[src/rtl/frame_sched_pkg.sv]
// frame_sched_pkg: shared state codes and default timing constants for the snake display path
package frame_sched_pkg;

    typedef enum logic [2:0] {
        S_IDLE   = 3'd0,
        S_WAIT   = 3'd1,
        S_UPDATE = 3'd2,
        S_SNAP   = 3'd3,
        S_SEND   = 3'd4,
        S_GAP    = 3'd5
    } state_t;

    localparam int FRAME_CYC_DEF = 1_666_666;
    localparam int GAP_CYC_DEF   = 15_000;

endpackage

[src/rtl/frame_sched_if.sv]
// frame_sched_if: handshakes between the frame scheduler, snake engine and ws2812 serializer
interface frame_sched_if;

    logic game_req;
    logic game_ack;
    logic snap_en;
    logic tx_start;
    logic tx_done;
    logic line_hold;

    modport master (
        output game_req, snap_en, tx_start, line_hold,
        input  game_ack, tx_done
    );

    modport slave (
        input  game_req, snap_en, tx_start, line_hold,
        output game_ack, tx_done
    );

endinterface

[src/rtl/frame_sched_tick.sv]
// frame_tick_gen: free-running divider producing a one-cycle tick every CYC cycles
module frame_tick_gen
    import frame_sched_pkg::*;
#(
    parameter int CYC = FRAME_CYC_DEF
) (
    input  logic clk,
    input  logic rst,
    output logic tick
);

    localparam int CW = $clog2(CYC);

    logic [CW-1:0] cnt;

    // count 0..CYC-1 and flag the wrap
    always_ff @(posedge clk) begin
        if (rst) begin
            cnt  <= '0;
            tick <= 1'b0;
        end else begin
            cnt  <= cnt == CW'(CYC - 1) ? '0 : cnt + 1'b1;
            tick <= cnt == CW'(CYC - 1);
        end
    end

endmodule

[src/rtl/frame_sched.sv]
// frame_sched: sequences game step, snapshot, ws2812 transmit and latch gap once per frame tick
module frame_sched
    import frame_sched_pkg::*;
#(
    parameter int FRAME_CYC = FRAME_CYC_DEF,
    parameter int GAME_DIV  = 8,
    parameter int GAP_CYC   = GAP_CYC_DEF,
    parameter int ACK_TO    = 4096
) (
    input  logic          sys_clk,
    input  logic          sys_rst,
    input  logic          run,
    frame_sched_if.master bus,
    output logic [15:0]   frame_cnt,
    output logic [2:0]    state,
    output logic          overrun,
    output logic          ack_err
);

    localparam int TW = $clog2(ACK_TO + 1);
    localparam int GW = $clog2(GAP_CYC + 1);

    state_t        st, st_n;
    logic          tick, ack_ok, to_done, gap_done;
    logic [7:0]    div;
    logic [TW-1:0] to_cnt;
    logic [GW-1:0] gap_cnt;

    frame_tick_gen #(.CYC(FRAME_CYC)) u_tick (
        .clk  (sys_clk),
        .rst  (sys_rst),
        .tick (tick)
    );

    assign state = st;

    // next state; ack is only honoured after the first UPDATE cycle
    always_comb begin
        ack_ok   = bus.game_ack && to_cnt != '0;
        to_done  = to_cnt == TW'(ACK_TO - 1);
        gap_done = gap_cnt == GW'(GAP_CYC - 1);
        st_n     = st;
        unique case (st)
            S_IDLE:   st_n = run ? S_WAIT : S_IDLE;
            S_WAIT:   st_n = !run ? S_IDLE : !tick ? S_WAIT : div == '0 ? S_UPDATE : S_SNAP;
            S_UPDATE: st_n = (ack_ok || to_done) ? S_SNAP : S_UPDATE;
            S_SNAP:   st_n = S_SEND;
            S_SEND:   st_n = bus.tx_done ? S_GAP : S_SEND;
            S_GAP:    st_n = gap_done ? S_WAIT : S_GAP;
            default:  st_n = S_IDLE;
        endcase
    end

    // state, counters, sticky flags and registered outputs decoded from the next state
    always_ff @(posedge sys_clk) begin
        if (sys_rst) begin
            st            <= S_IDLE;
            div           <= '0;
            to_cnt        <= '0;
            gap_cnt       <= '0;
            frame_cnt     <= '0;
            overrun       <= 1'b0;
            ack_err       <= 1'b0;
            bus.game_req  <= 1'b0;
            bus.snap_en   <= 1'b0;
            bus.tx_start  <= 1'b0;
            bus.line_hold <= 1'b0;
        end else begin
            st            <= st_n;
            div           <= st == S_IDLE ? '0 :
                             (st == S_WAIT && run && tick) ? (div == 8'(GAME_DIV - 1) ? '0 : div + 8'd1) : div;
            to_cnt        <= st == S_UPDATE ? to_cnt + 1'b1 : '0;
            gap_cnt       <= st == S_GAP ? gap_cnt + 1'b1 : '0;
            frame_cnt     <= frame_cnt + 16'(st == S_GAP && gap_done);
            overrun       <= overrun || (tick && st != S_IDLE && st != S_WAIT);
            ack_err       <= ack_err || (st == S_UPDATE && to_done && !ack_ok);
            bus.game_req  <= st_n == S_UPDATE && st != S_UPDATE;
            bus.snap_en   <= st_n == S_SNAP;
            bus.tx_start  <= st_n == S_SEND && st != S_SEND;
            bus.line_hold <= st_n == S_GAP;
        end
    end

endmodule

[src/flat_wrapper.sv]
// flat-port wrapper written by rule: the top's interface ports become plain ports
module frame_sched_flat import frame_sched_pkg::*;
#(
    parameter int FRAME_CYC = FRAME_CYC_DEF,
    parameter int GAME_DIV  = 8,
    parameter int GAP_CYC   = GAP_CYC_DEF,
    parameter int ACK_TO    = 4096
)
  (sys_clk, sys_rst, run, frame_cnt, state, overrun, ack_err, bus_game_req, bus_snap_en, bus_tx_start, bus_line_hold, bus_game_ack, bus_tx_done);
  frame_sched_if bus_i ();
  input  logic sys_clk;
  input  logic sys_rst;
  input  logic run;
  output logic [15:0] frame_cnt;
  output logic [2:0] state;
  output logic overrun;
  output logic ack_err;
  output wire logic [$bits(bus_i.game_req)-1:0] bus_game_req;
  output wire logic [$bits(bus_i.snap_en)-1:0] bus_snap_en;
  output wire logic [$bits(bus_i.tx_start)-1:0] bus_tx_start;
  output wire logic [$bits(bus_i.line_hold)-1:0] bus_line_hold;
  input wire logic [$bits(bus_i.game_ack)-1:0] bus_game_ack;
  input wire logic [$bits(bus_i.tx_done)-1:0] bus_tx_done;
  assign bus_game_req = bus_i.game_req;
  assign bus_snap_en = bus_i.snap_en;
  assign bus_tx_start = bus_i.tx_start;
  assign bus_line_hold = bus_i.line_hold;
  assign bus_i.game_ack = bus_game_ack;
  assign bus_i.tx_done = bus_tx_done;
  frame_sched #(.FRAME_CYC(FRAME_CYC), .GAME_DIV(GAME_DIV), .GAP_CYC(GAP_CYC), .ACK_TO(ACK_TO)) u_core (.sys_clk(sys_clk), .sys_rst(sys_rst), .run(run), .bus(bus_i), .frame_cnt(frame_cnt), .state(state), .overrun(overrun), .ack_err(ack_err));
endmodule
[config.mk]
export PLATFORM = sky130hd
export DESIGN_NAME = frame_sched_flat
export DESIGN_NICKNAME = d
export VERILOG_FILES = /design/src/rtl/frame_sched_pkg.sv /design/src/rtl/frame_sched_if.sv /design/src/rtl/frame_sched_tick.sv /design/src/rtl/frame_sched.sv /design/src/flat_wrapper.sv
export SDC_FILE = /design/constraint.sdc
export NUM_CORES = 1
export LEC_CHECK = 0
export ABC_AREA = 1
export CORE_UTILIZATION = 50
export DETAILED_ROUTE_END_ITERATION = 10
export DONT_BUFFER_PORTS = 1
export PLACE_DENSITY = 0.76
export SYNTH_ARGS = -nofsm -noshare
export SYNTH_HDL_FRONTEND = slang
export SYNTH_SLANG_ARGS = --single-unit
[constraint.sdc]
create_clock -name sys_clk -period 2.1 [get_ports sys_clk]
set_input_delay 0.42 -clock sys_clk [delete_from_list [all_inputs] [get_ports sys_clk]]
set_output_delay 0.42 -clock sys_clk [all_outputs]
set_load 0.005 [all_outputs]
# Word level (Yosys, flattened, before mapping)
# Index checks and enable logic that the tools add are counted.
# totals
latchBits	0
mem_bits_ro	0
inputBits	5
elab_cells	67
output_inout_bits	25
regBits	82
memories	0
ramBits	0
# op_classes
bitwise_logic	2
shift	0
n_addsub	5
n_mul	0
eq_ne	16
n_div	0
muxes	9
n_lt_le_gt_ge	0
reduce_logical	22
# op_table
op	n
adder 21 x 1 -> 21 bit, second input constant	1
== test 21 bit, second input constant	1
case mux 3 bit (6 select lines)	1
adder 16 x 1 -> 16 bit	1
adder 14 x 1 -> 14 bit, second input constant	1
== test 14 bit, second input constant	1
adder 13 x 1 -> 13 bit, second input constant	1
== test 13 x 12 -> 1 bit, second input constant	1
nonzero test 13 bit	1
== test 3 x 2 -> 1 bit, second input constant	4
== test 3 bit, second input constant	4
logical AND 1 bit	10
2-to-1 mux 3 bit	3
adder 8 x 1 -> 8 bit, second input constant	1
== test 8 x 3 -> 1 bit, second input constant	1
logical NOT 8 bit	1
2-to-1 mux 8 bit	1
OR reduction 2 bit	4
2-to-1 mux 1 bit	4
== test 3 x 1 -> 1 bit, second input constant	1
logical NOT 3 bit	1
logical OR 1 bit	3
inequality test 3 x 1 -> 1 bit, second input constant	1
inequality test 3 x 2 -> 1 bit, second input constant	1
4 further kinds	5

# Longest topological paths before layout
# Gate-level depths: netlist (run 1).
# logic_depth
word_depth	7
ltp_mapped	14
depth_no_buf	14

# Cells and area by module
# Synthesis (run 1) repeated with hierarchy kept, for this count alone.
# unflattened
hier_cells	569
area_unflattened_um2	3987.6
# by_module_without_submodules
mod	area_per_inst_um2	cells_per_inst	instances	seq_area_each_um2
frame_sched	2851.5	403	1	1201.2
frame_tick_gen	1136.1	166	1	440.4

# Worst setup path before layout (run 1)
# No wires, ideal clock.
# synth_path
path_type	register to register
from	register u_core.gap_cnt[0]
to	register u_core.frame_cnt[12]
slack_ps	95
required_time_ps	1987
setup_time_ps	113
period_less_slack_ps	2005
n_path_buf	0
t_arrival_ps	1892
stages_incl_launch_ff	15
cell_sequence	dfxtp_1 ha_1 nand4_1 nor2_1 nand2_1 nor2_1 ha_1 ha_1 nand2_1 nor2_1 nand4_1 nor2_1 nand2_1 nand2_1 nor2_1
# synth_between
elab_chain_len	3
# synth_lines
element	line	source
start, declared	frame_sched.sv:27	logic [GW-1:0] gap_cnt;
start signal, assigned	frame_sched.sv:73	gap_cnt <= st == S_GAP ? gap_cnt + 1'b1 : '0;
== test 14 bit	frame_sched.sv:41	gap_done = gap_cnt == GW'(GAP_CYC - 1);
logical AND 1 bit	frame_sched.sv:74	frame_cnt <= frame_cnt + 16'(st == S_GAP && gap_done);
adder 16 x 1 -> 16 bit	frame_sched.sv:74	
end signal, assigned	frame_sched.sv:74	
end, declared	frame_sched.sv:14	output logic [15:0] frame_cnt,
# Every way passes these cells.
# A chain may end at the register's enable or synchronous reset.

# Final worst setup path (run 1)
# layout_path
from	register u_core.gap_cnt[1]
to	register u_core.frame_cnt[12]
# Same word-level chain as after synthesis.

==> flow_summary.json, run 1 <==
{
  "max-slew-margin-rel_pct": 71.2,
  "tightest_slew_ns": 0.431,
  "dp_hpwl_microns": 6200,
  "syn_area_sq_um": 3940,
  "place_ws_ns": -0.00633,
  "layout-drive-gt1-share_pct": 11.6,
  "syn_inst": 564,
  "cp.arrival_ns": 2.32,
  "ioPinCount": 30,
  "n_antenna_cell": 0,
  "final_nets": 597,
  "ys_types": 28,
  "vias": 3568,
  "gr-usage-all-layers_pct": 21.5,
  "crit_path_start_kind": "flop",
  "fp.dieW_microns": 90.8,
  "ys_seq_area_share_pct": 41.6,
  "core-area_sq_um": 7690,
  "finalHoldViolCount": 0,
  "area_growth_pct": 11.2,
  "fin_crit_ns": 2.07,
  "hold_ws_ns": 0.125,
  "fmax_mhz": 483,
  "die_area_sq_um": 8240,
  "dpl_cell_area_sq_um": 4120,
  "yosys_register_bits": 82,
  "layout_commonest_cell": "nand2_1",
  "p_per_area_nw_per_um2": 605,
  "postLayoutCellArea_sq_um": 4380,
  "wl_met3_microns": 473,
  "power.share.clock_pct": 39.6,
  "fin_ws_ns": 0.0315,
  "layout_common_cells": "nand2_1 (116), nor2_1 (80), dfxtp_1 (79), inv_1 (70), a21oi_1 (47)",
  "rows": 32,
  "rsz0062_at_grt": "yes",
  "avgSynthCellArea_sq_um": 6.99,
  "pwr-share-comb_pct": 1.4,
  "drt_iter0_markers": 185,
  "die_h_microns": 90.8,
  "endpoint_kind": "flop",
  "insertion_delay_ns": 0.35,
  "viasPerCell": 5.17,
  "finClkSkew_ns": 0.0118,
  "fill_cells": 731,
  "clockBufferDepth": 2,
  "cts_root_buf": "clkbuf_8",
  "finalWirelength_microns": 8460,
  "placed_cells": 670,
  "fin_crit_sh_pct": 98.5,
  "p_sw_mw": 0.589,
  "status": "finished, final reports clean",
  "met1_length_microns": 3920,
  "wl_per_cell_microns": 12.3,
  "cts_buffers": 9,
  "io_buffer_count": 0,
  "p_int_mw": 2.06,
  "p_leak_nw": 1.52,
  "grt_pass1_wl_microns": 14500,
  "hold_class": "in -> reg",
  "drt_pass1_iterations": 5,
  "vdd_drop_max_v": 0.000418,
  "setup_viol": 0,
  "critPathKind": "reg -> reg",
  "yosysWarnings": 0,
  "met2_length_microns": 3920,
  "overflow": 0,
  "maxCapViolCount": 0,
  "critPathMaxFanout": 3,
  "fin_cells": 690,
  "grt_start_max_net_pins": 21,
  "antenna_left": 0,
  "syn_nets": 578,
  "worst_ep_required_time_ns": 2.35,
  "initial_core_util_pct": 51.3,
  "antenna_found_initial": 0,
  "tns_ns": 0,
  "htreeDepth": 3,
  "drc": 0,
  "switching_share_pct": 22.2,
  "seq_power_share_pct": 59.0,
  "place_congestion": 0.855,
  "drv_slew": 0,
  "cts.sinks": 82,
  "ctsHoldBuffers": 0,
  "cts_tree": "built",
  "path_clk_slew_ns": 0.08,
  "routed.top_layer": "met4",
  "grt_pass1_vias": 3369
}
==> power by group through the flow <==
stage | combinational, mW | clock, mW | sequential (mW)
global placement | 0.0372 | 0 | 1.60
floorplan | 0.0324 | 0 | 1.60
global route | 0.0441 | 1.15 | 1.57
CTS | 0.0386 | 1.07 | 1.57
detailed placement | 0.0383 | 0 | 1.60
finish | 0.0383 | 1.05 | 1.57
==> kinds of logic after synthesis <==
logic type / count (synthesis) / synth area share (%)
DFF: 82 / 41.6
xor gates and xnor gates: 13 / 2.89
AOI/OAI and AO/OA: 77 / 10.1
and+or+nand+nor: 301 / 34.6
adders and majority gates: 9 / 2.86
buffers and inverters: 82 / 7.90
==> layer usage <==
metal,global-route usage (%),vias up
li1,-,1844
met1,26.9,1639
met2,34.3,72
met3,6.31,13
met4,9.26,0
met5,0,-
==> layout make-up <==
cell class / count / area (sq um) / share of cell area, %
multi-input combinational: 400 / 2040 / 46.5
sequential: 82 / 1650 / 37.5
inverter: 76 / 285 / 6.51
clock buffer: 12 / 155 / 3.54
tap: 102 / 128 / 2.91
timing repair buffer: 14 / 105 / 2.40
clock inverter: 4 / 26.3 / 0.599
==> state kept, by name (all words and copies together) (netlist names), 3 cells and up <==
name,flops
u_core.div,8
u_core.to_cnt,13
u_core.u_tick.cnt,21
u_core.gap_cnt,14
u_core.frame_cnt,16
u_core.state,3
==> final timing paths <==
path | end | start | cells past startpoint | slack (ns)
hold / removal | u_core.frame_cnt[15] | sys_rst | 1 | 0.12
hold reg to reg | u_core.to_cnt[0] | u_core.to_cnt[0] | 1 | 0.47
setup reg to reg | u_core.frame_cnt[12] | u_core.gap_cnt[1] | 14 | 0.03
setup / recovery | u_core.frame_cnt[12] | u_core.gap_cnt[1] | 14 | 0.03
==> what timing repair did <==
| item | in CTS | in global routing |
|---|---|---|
| endpoints found under the hold margin | 0 | 0 |
| pin swaps | 0 | 7 |
| setup buffers | 0 | 4 |
| setup endpoints to repair | 1 | 8 |
| gates resized for setup | 1 | 17 |
==> stage by stage <==
step	total power, mW	util, %
finish	2.65	57.0
CTS	2.68	56.0
floorplan	1.63	-
detailed placement	1.64	53.6
global route	2.76	57.0
global placement	1.64	53.6
==> synth_stat cells <==
master / number / area, sq um
o21ai_1: 3 / 15.0
nor2_2: 6 / 37.5
nor3_2: 1 / 10.0
o21bai_1: 1 / 7.51
o21ai_0: 22 / 110
o21a_1: 3 / 22.5
nor2_4: 4 / 45.0
buf_2: 3 / 15.0
a21oi_1: 47 / 235
inv_1: 72 / 270
nand3_2: 5 / 50.1
dfxtp_1: 82 / 1640
nand2_1: 117 / 439
clkbuf_1: 3 / 11.3
nor3b_1: 1 / 7.51
nand3_1: 39 / 195
inv_2: 4 / 15.0
nor2_1: 84 / 315
nand4_1: 17 / 106
nor3_1: 13 / 65.1
nand3b_1: 4 / 30.0
nand2_2: 5 / 31.3
ha_1: 9 / 113
or2_0: 4 / 25.0
nor4_1: 1 / 6.26
a21oi_2: 1 / 8.76
xnor2_1: 5 / 43.8
xor2_1: 8 / 70.1
==> critical path: stages (launching register included) <==
cell,delay (ns)
dfxtp_2,0.36
ha_4,0.14
nand4_1,0.10
nor2_2,0.16
nand2_1,0.07
nor2_1,0.11
ha_2,0.22
ha_4,0.15
nand2_4,0.06
nor2_4,0.14
nand4_1,0.15
nor2_2,0.15
nand2_1,0.05
nand2_1,0.05
nor2_1,0.05
No activity file was read; power rests on OpenSTA's default activity.
==> run 2: changes to the inputs <==
--- a/config.mk
+++ b/config.mk
@@ -9,7 +9,9 @@
 export CORE_UTILIZATION = 50
 export DETAILED_ROUTE_END_ITERATION = 10
 export DONT_BUFFER_PORTS = 1
-export PLACE_DENSITY = 0.76
+export GPL_TIMING_DRIVEN = 0
+export PLACE_DENSITY = 0.73
 export SYNTH_ARGS = -nofsm -noshare
 export SYNTH_HDL_FRONTEND = slang
+export SYNTH_HIERARCHICAL = 1
 export SYNTH_SLANG_ARGS = --single-unit
==> constraint.sdc (replaced) <==
create_clock -name sys_clk -period 2.63 [get_ports sys_clk]
set_input_delay 0.526 -clock sys_clk [delete_from_list [all_inputs] [get_ports sys_clk]]
set_output_delay 0.526 -clock sys_clk [all_outputs]
set_load 0.005 [all_outputs]
==> run 2 against run 1 <==
  * Fmax decreased by 14%
  * Worst hold slack improved by 0.12 ns
  * Via count decreased by 3.5%
  * Wire length decreased by 5.7%
  * Sequential power decreased by 20%
  * Clock power decreased by 23%
  * Global-route usage decreased by 0.88 points
  * Critical endpoint is now u_core/frame_cnt[8]
  * Largest cell class unchanged
==> flow_summary.json, run 2 <==
{
  "min_to": "u_core/u_tick/tick",
  "fin_total_pwr_mw": 2.09,
  "grt_pass1_wl_microns": 13900,
  "ff2ff_setup_slack_ns": 0.24,
  "endpoint_kind": "flop",
  "hold_class": "in -> reg",
  "place_congestion": 0.859,
  "finalHoldViolCount": 0,
  "drt_iter0_markers": 88,
  "path_clk_slew_ns": 0.08,
  "vias": 3442,
  "crit_path_start_kind": "flop",
  "antenna_found_initial": 0,
  "layout_common_cells": "nand2_1 (125), nor2_1 (104), dfxtp_1 (81), inv_1 (71), a21oi_1 (42)",
  "synth.most_common_cell": "nand2_1",
  "dp_hpwl_microns": 5980,
  "seq_power_share_pct": 59.8,
  "grt_pass1_vias": 3338,
  "drt_pass1_iterations": 4,
  "min_path_cells": 1,
  "max-slew-margin-rel_pct": 63.1,
  "r2r_cells": 12,
  "fin_crit_ns": 2.39,
  "ctsHoldBuffers": 0,
  "p_int_mw": 1.62,
  "vdd_drop_max_v": 0.000386,
  "largest_register_ffs": 21,
  "n_antenna_cell": 0,
  "yosys_register_bits": 82,
  "drc": 0,
  "fin_cells": 687,
  "synth_edf_count": 0,
  "reg.largest.list": "u_core/u_tick/cnt x21, u_core/frame_cnt x16, u_core/gap_cnt x14",
  "initial_core_util_pct": 51.6,
  "die_h_microns": 91.3,
  "rows": 32,
  "io_buffer_count": 0,
  "synth_top_area_share_pct": 41.2,
  "rsz0062_at_grt": "no",
  "gr-usage-all-layers_pct": 20.6,
  "yosysTopAreaCell": "dfxtp_1",
  "avgSynthCellArea_sq_um": 7.01,
  "ys_types": 33,
  "worst_ep_required_time_ns": 2.93,
  "cts_tree": "built",
  "ioPinCount": 30,
  "cts_root_buf": "clkbuf_8",
  "tightest_slew_ns": 0.554,
  "place_ws_ns": 0.194,
  "power.share.clock_pct": 38.5,
  "cts_buffers": 9,
  "setup_viol": 0,
  "r2r-start": "u_core/gap_cnt[1]",
  "ys_top_cells_by_area": "dfxtp_1 (41%), nand2_1 (12%), nor2_1 (9.9%), inv_1 (6.7%), a21oi_1 (5.3%)",
  "viasPerCell": 5.01,
  "finClkSkew_ns": 0.0100,
  "placed_cells": 671,
  "syn_nets": 583,
  "tns_ns": 0,
  "yosysWarnings": 6,
  "switching_share_pct": 22.7,
  "syn_area_sq_um": 3990,
  "status": "finished, final reports clean",
  "r2r-end": "u_core/frame_cnt[8]",
  "core-area_sq_um": 7730,
  "overflow": 0,
  "syn_inst": 569,
  "cts.sinks": 82,
  "ys_seq_area_share_pct": 41.2,
  "p_per_area_nw_per_um2": 482,
  "netlist_top_cells_count": "nand2_1 (125), nor2_1 (105), dfxtp_1 (82)",
  "fin_crit_sh_pct": 91.0,
  "pwr-share-comb_pct": 1.7,
  "maxCapViolCount": 0,
  "layout_commonest_cell": "nand2_1",
  "finalWirelength_microns": 7980,
  "fp.dieW_microns": 91.3,
  "critPathKind": "reg -> reg",
  "fill_cells": 730,
  "min-delay-start": "sys_rst",
  "wl_per_cell_microns": 11.6,
  "synth-main-ff-cell": "dfxtp_1",
  "cp.arrival_ns": 2.69,
  "die_area_sq_um": 8340,
  "async_reset_ff_share_pct": 0,
  "area_growth_pct": 8.69,
  "fin_ws_ns": 0.237,
  "final_nets": 596,
  "clockBufferDepth": 2,
  "htreeDepth": 3,
  "p_sw_mw": 0.474,
  "p_leak_nw": 1.54,
  "insertion_delay_ns": 0.35,
  "regMostFlops": "u_core/u_tick/cnt",
  "antenna_left": 0,
  "grt_start_max_net_pins": 14,
  "layout-drive-gt1-share_pct": 9.40,
  "drv_slew": 0,
  "critPathMaxFanout": 6,
  "fmax_mhz": 418
}
==> run 2: cell count changes after synthesis, sizes merged, moves of 2 or more <==
cell    delta
nand3b     -2
nand3      -5
nand4      -5
clkbuf     -2
nor3       +2
nand2      +7
o21ai      -5
o21a       -3
xnor2      +3
nor2      +16
a21oi      -5
nor3b      +3
==> run 2: logic make-up after synthesis <==
group / share of synthesized area (%)
DFF: 41.2
adders and majority gates: 2.82
and+or+nand+nor: 36.6
AOI/OAI and AO/OA: 8.19
buffers and inverters: 7.88
xor gates and xnor gates: 3.29
==> run 2: repair_timing <==
action / 4_1_cts / 5_1_grt
setup endpoints to repair: 0 / 2
gates resized for setup: 0 / 9
buffers inserted: 0 / 2
==> run 2: worst max path at each step <==
stage,startpoint,endpoint,cells past startpoint
6_report,u_core/gap_cnt[1],u_core/frame_cnt[8],12
5_1_grt,u_core/gap_cnt[1],u_core/frame_cnt[10],12
4_1_cts,u_core/gap_cnt[0],u_core/frame_cnt[10],12
3_5_place_dp,u_core/gap_cnt[0],u_core/frame_cnt[10],12
3_3_place_gp,u_core/gap_cnt[0],u_core/frame_cnt[10],12
2_1_floorplan,u_core/gap_cnt[0],u_core/frame_cnt[12],12
==> run 2: critical path, stage by stage (launching register included) <==
cell,delay [ns]
dfxtp_1,0.38
ha_4,0.16
nand2_1,0.07
nor2_2,0.12
nand4_1,0.11
nor4_2,0.32
ha_2,0.23
ha_2,0.19
nand3_2,0.13
nor3_4,0.31
buf_4,0.18
a21oi_1,0.05
nor2_1,0.09
==> run 2: per-stage QoR <==
| stage | hold slack (ns) | util (%) | area (sq um) |
|---|---|---|---|
| after floorplan | 0.429 | - | 3990 |
| after global placement | 0.440 | 53.3 | 4120 |
| after detailed placement | 0.464 | 53.3 | 4120 |
| after CTS | 0.224 | 55.4 | 4280 |
| after global routing | 0.230 | 56.1 | 4330 |
| final | 0.243 | 56.1 | 4330 |
==> run 2: routing by layer <==
metal	track usage, %	up-vias	share of wire (%)
met2	36.1	35	49
met5	0	-	0
li1	-	1825	-
met1	24.0	1576	47
met3	5.36	6	3.4
met4	7.80	0	0.76
==> run 2: area by class of cell <==
| cell class | instances | area, sq um | share of cell area (%) |
|---|---|---|---|
| Multi-Input combinational cell | 407 | 2070 | 47.7 |
| Sequential cell | 82 | 1640 | 37.9 |
| Inverter | 76 | 285 | 6.58 |
| Clock buffer | 10 | 138 | 3.18 |
| Tap cell | 102 | 128 | 2.94 |
| Clock inverter | 4 | 28.8 | 0.664 |
| Buffer | 4 | 28.8 | 0.664 |
| Timing Repair Buffer | 2 | 15.0 | 0.346 |
==> run 2: power groups by stage <==
stage          Combinational (mW)  Clock, mW  Sequential (mW)
5_1_grt                    0.0403      0.882             1.25
4_1_cts                    0.0360      0.832             1.25
6_report                   0.0355      0.805             1.25
2_1_floorplan              0.0278          0             1.28
3_5_place_dp               0.0358          0             1.28
3_3_place_gp               0.0353          0             1.28
==> run 3: changes to the inputs <==
--- a/config.mk
+++ b/config.mk
@@ -6,11 +6,13 @@
 export NUM_CORES = 1
 export LEC_CHECK = 0
 export ABC_AREA = 1
+export CORE_ASPECT_RATIO = 1.25
 export CORE_UTILIZATION = 50
 export DETAILED_ROUTE_END_ITERATION = 10
 export DONT_BUFFER_PORTS = 1
 export GPL_TIMING_DRIVEN = 0
-export PLACE_DENSITY = 0.73
+export PLACE_DENSITY = 0.76
+export RECOVER_POWER = 100
 export SYNTH_ARGS = -nofsm -noshare
 export SYNTH_HDL_FRONTEND = slang
 export SYNTH_HIERARCHICAL = 1
==> run 3 against run 2 <==
  * Sequential share of layout area is 0.73 points higher
  * Flip-flop and latch count unchanged
  * Via count up 0.96%
  * Total power rose by 5.9%
  * Clock-buffer cell count stayed put
  * Worst hold slack lost 0.013 ns
  * First-iteration DRC count is 25% higher
  * Critical endpoint is now u_core/frame_cnt[12]
  * Largest cell class unchanged
  * Highest routed layer unchanged
==> flow_summary.json, run 3 (synthesis results as in run 2) <==
{
  "clockBufferDepth": 2,
  "crit_path_start_kind": "flop",
  "drv_slew": 0,
  "critical-path-top-delay-family": "simple AND/OR/NAND/NOR gates",
  "hold_class": "in -> reg",
  "die_h_microns": 102,
  "grt_pass1_vias": 3070,
  "worst_ep_required_time_ns": 2.86,
  "tns_ns": 0,
  "insertion_delay_ns": 0.36,
  "core-area_sq_um": 7750,
  "vias": 3475,
  "finClkSkew_ns": 0.0147,
  "reg.largest.list": "u_core/u_tick/cnt x21, u_core/frame_cnt x16, u_core/gap_cnt x14",
  "layout_commonest_cell": "nand2_1",
  "antenna_left": 0,
  "critPathMaxFanout": 7,
  "fill_cells": 737,
  "finalWirelength_microns": 8070,
  "finalHoldViolCount": 0,
  "ioPinCount": 30,
  "tightest_slew_ns": 0.603,
  "max-slew-margin-rel_pct": 59.6,
  "drc": 0,
  "fin_crit_sh_pct": 90.5,
  "fmax_mhz": 420,
  "crit_path_max_incr_delay_ns": 0.37,
  "area_growth_pct": 6.56,
  "vdd_drop_max_v": 0.000402,
  "cts.sinks": 82,
  "regMostFlops": "u_core/u_tick/cnt",
  "drt_pass1_iterations": 4,
  "cp.arrival_ns": 2.61,
  "crit_top_cell": "ha_1",
  "rsz0062_at_grt": "no",
  "fp.dieW_microns": 81.9,
  "status": "finished, final reports clean",
  "wl_per_cell_microns": 11.9,
  "gr-usage-all-layers_pct": 20.0,
  "endpoint_kind": "flop",
  "path_clk_slew_ns": 0.09,
  "cts_tree": "built",
  "cts_buffers": 9,
  "fin_crit_ns": 2.38,
  "place_congestion": 0.851,
  "htreeDepth": 3,
  "cp_cell_sequence": "ha_1 -> nand2_1 -> nor2_1 -> nand4_1 -> nor4_2 -> ha_1 -> ha_1 -> nand3_2 -> nor3_4 -> nand3_1 -> nand2_1 -> a21oi_1",
  "rows": 36,
  "grt_pass1_wl_microns": 12800,
  "antenna_found_initial": 0,
  "overflow": 0,
  "die_area_sq_um": 8340,
  "n_antenna_cell": 0,
  "layout-drive-gt1-share_pct": 5.47,
  "grt_start_max_net_pins": 15,
  "largest_register_ffs": 21,
  "fin_total_pwr_mw": 2.21,
  "cts_root_buf": "clkbuf_8",
  "layout_common_cells": "nand2_1 (128), nor2_1 (108), dfxtp_1 (82), inv_1 (74), a21oi_1 (43)",
  "p_leak_nw": 1.55,
  "dp_hpwl_microns": 5900,
  "p_per_area_nw_per_um2": 521,
  "setup_viol": 0,
  "maxCapViolCount": 0,
  "cpMaxStageDelayCell": "dfxtp_1",
  "final_nets": 594,
  "drt_iter0_markers": 110,
  "critPathKind": "reg -> reg",
  "io_buffer_count": 0,
  "viasPerCell": 5.11,
  "critical_path_buf_inv_count": 0,
  "initial_core_util_pct": 51.5
}
[run 3: cell count changes in the layout (fill, tap and decap cells not counted), moves of 3 or more]
| cell | delta |
|---|---|
| ha_1 | +3 |
| inv_1 | +3 |
| inv_2 | -3 |
| nand2_1 | +3 |
| nand3_1 | +5 |
| nand3_2 | -5 |
| nor2_1 | +4 |
[run 3: stage by stage]
| stage | hold slack [ns] | setup slack [ns] | cells | utilization (%) | area, sq um |
|---|---|---|---|---|---|
| after global placement | 0.440 | 0.196 | 664 | 53.0 | 4110 |
| after floorplan | 0.429 | 0.544 | 569 | - | 3990 |
| final | 0.230 | 0.250 | 680 | 54.8 | 4250 |
| after CTS | 0.216 | 0.175 | 680 | 55.6 | 4310 |
| after global routing | 0.209 | 0.0606 | 680 | 54.8 | 4250 |
| after detailed placement | 0.454 | 0.224 | 664 | 53.0 | 4110 |
[run 3: power by group]
part | switching (mW) | leakage, nW | internal (mW) | total (mW)
registers | 0.00599 | 0.661 | 1.24 | 1.25
clock network | 0.465 | 0.103 | 0.466 | 0.931
logic | 0.0224 | 0.783 | 0.0101 | 0.0325
[run 3: area by class of cell]
cell class,count,area [sq um],area share (%)
well taps,95,119,2.80
inverters,76,285,6.71
clock inverters,6,65.1,1.53
plain buffers,4,16.3,0.383
clock buffers,10,138,3.24
flip-flops and latches,82,1640,38.6
multi-input cells,407,1980,46.7
[run 3: final timing paths]
kind | startpoint | endpoint | slack [ns] | cells after the start
worst min register to register | u_core/gap_cnt[0] | u_core/gap_cnt[0] | 0.47 | 1
worst min-delay path | sys_rst | u_core/frame_cnt[7] | 0.23 | 1
worst max register to register | u_core/gap_cnt[0] | u_core/frame_cnt[12] | 0.25 | 12
worst max-delay path | u_core/gap_cnt[0] | u_core/frame_cnt[12] | 0.25 | 12
[run 3: per-layer routing]
layer | vias up | track usage (%) | part of all wire, %
li1 | 1830 | - | -
met1 | 1579 | 22.6 | 45
met2 | 55 | 34.1 | 50
met3 | 11 | 6.61 | 3.4
met4 | 0 | 7.96 | 1.7
met5 | - | 0 | 0
[run 3: timing repair]
action | in CTS | in global routing
setup endpoints to repair | 0 | 2
setup buffers | 0 | 0
resized for setup | 0 | 2
hold buffers | 0 | 0
[run 3: worst register-to-register path, delay by kind of cell, from the launching register on]
family	cells	cell delay (ns)
simple gates	8	1.18
fa+ha+maj	3	0.66
compound gates	1	0.06
flops	1	0.37
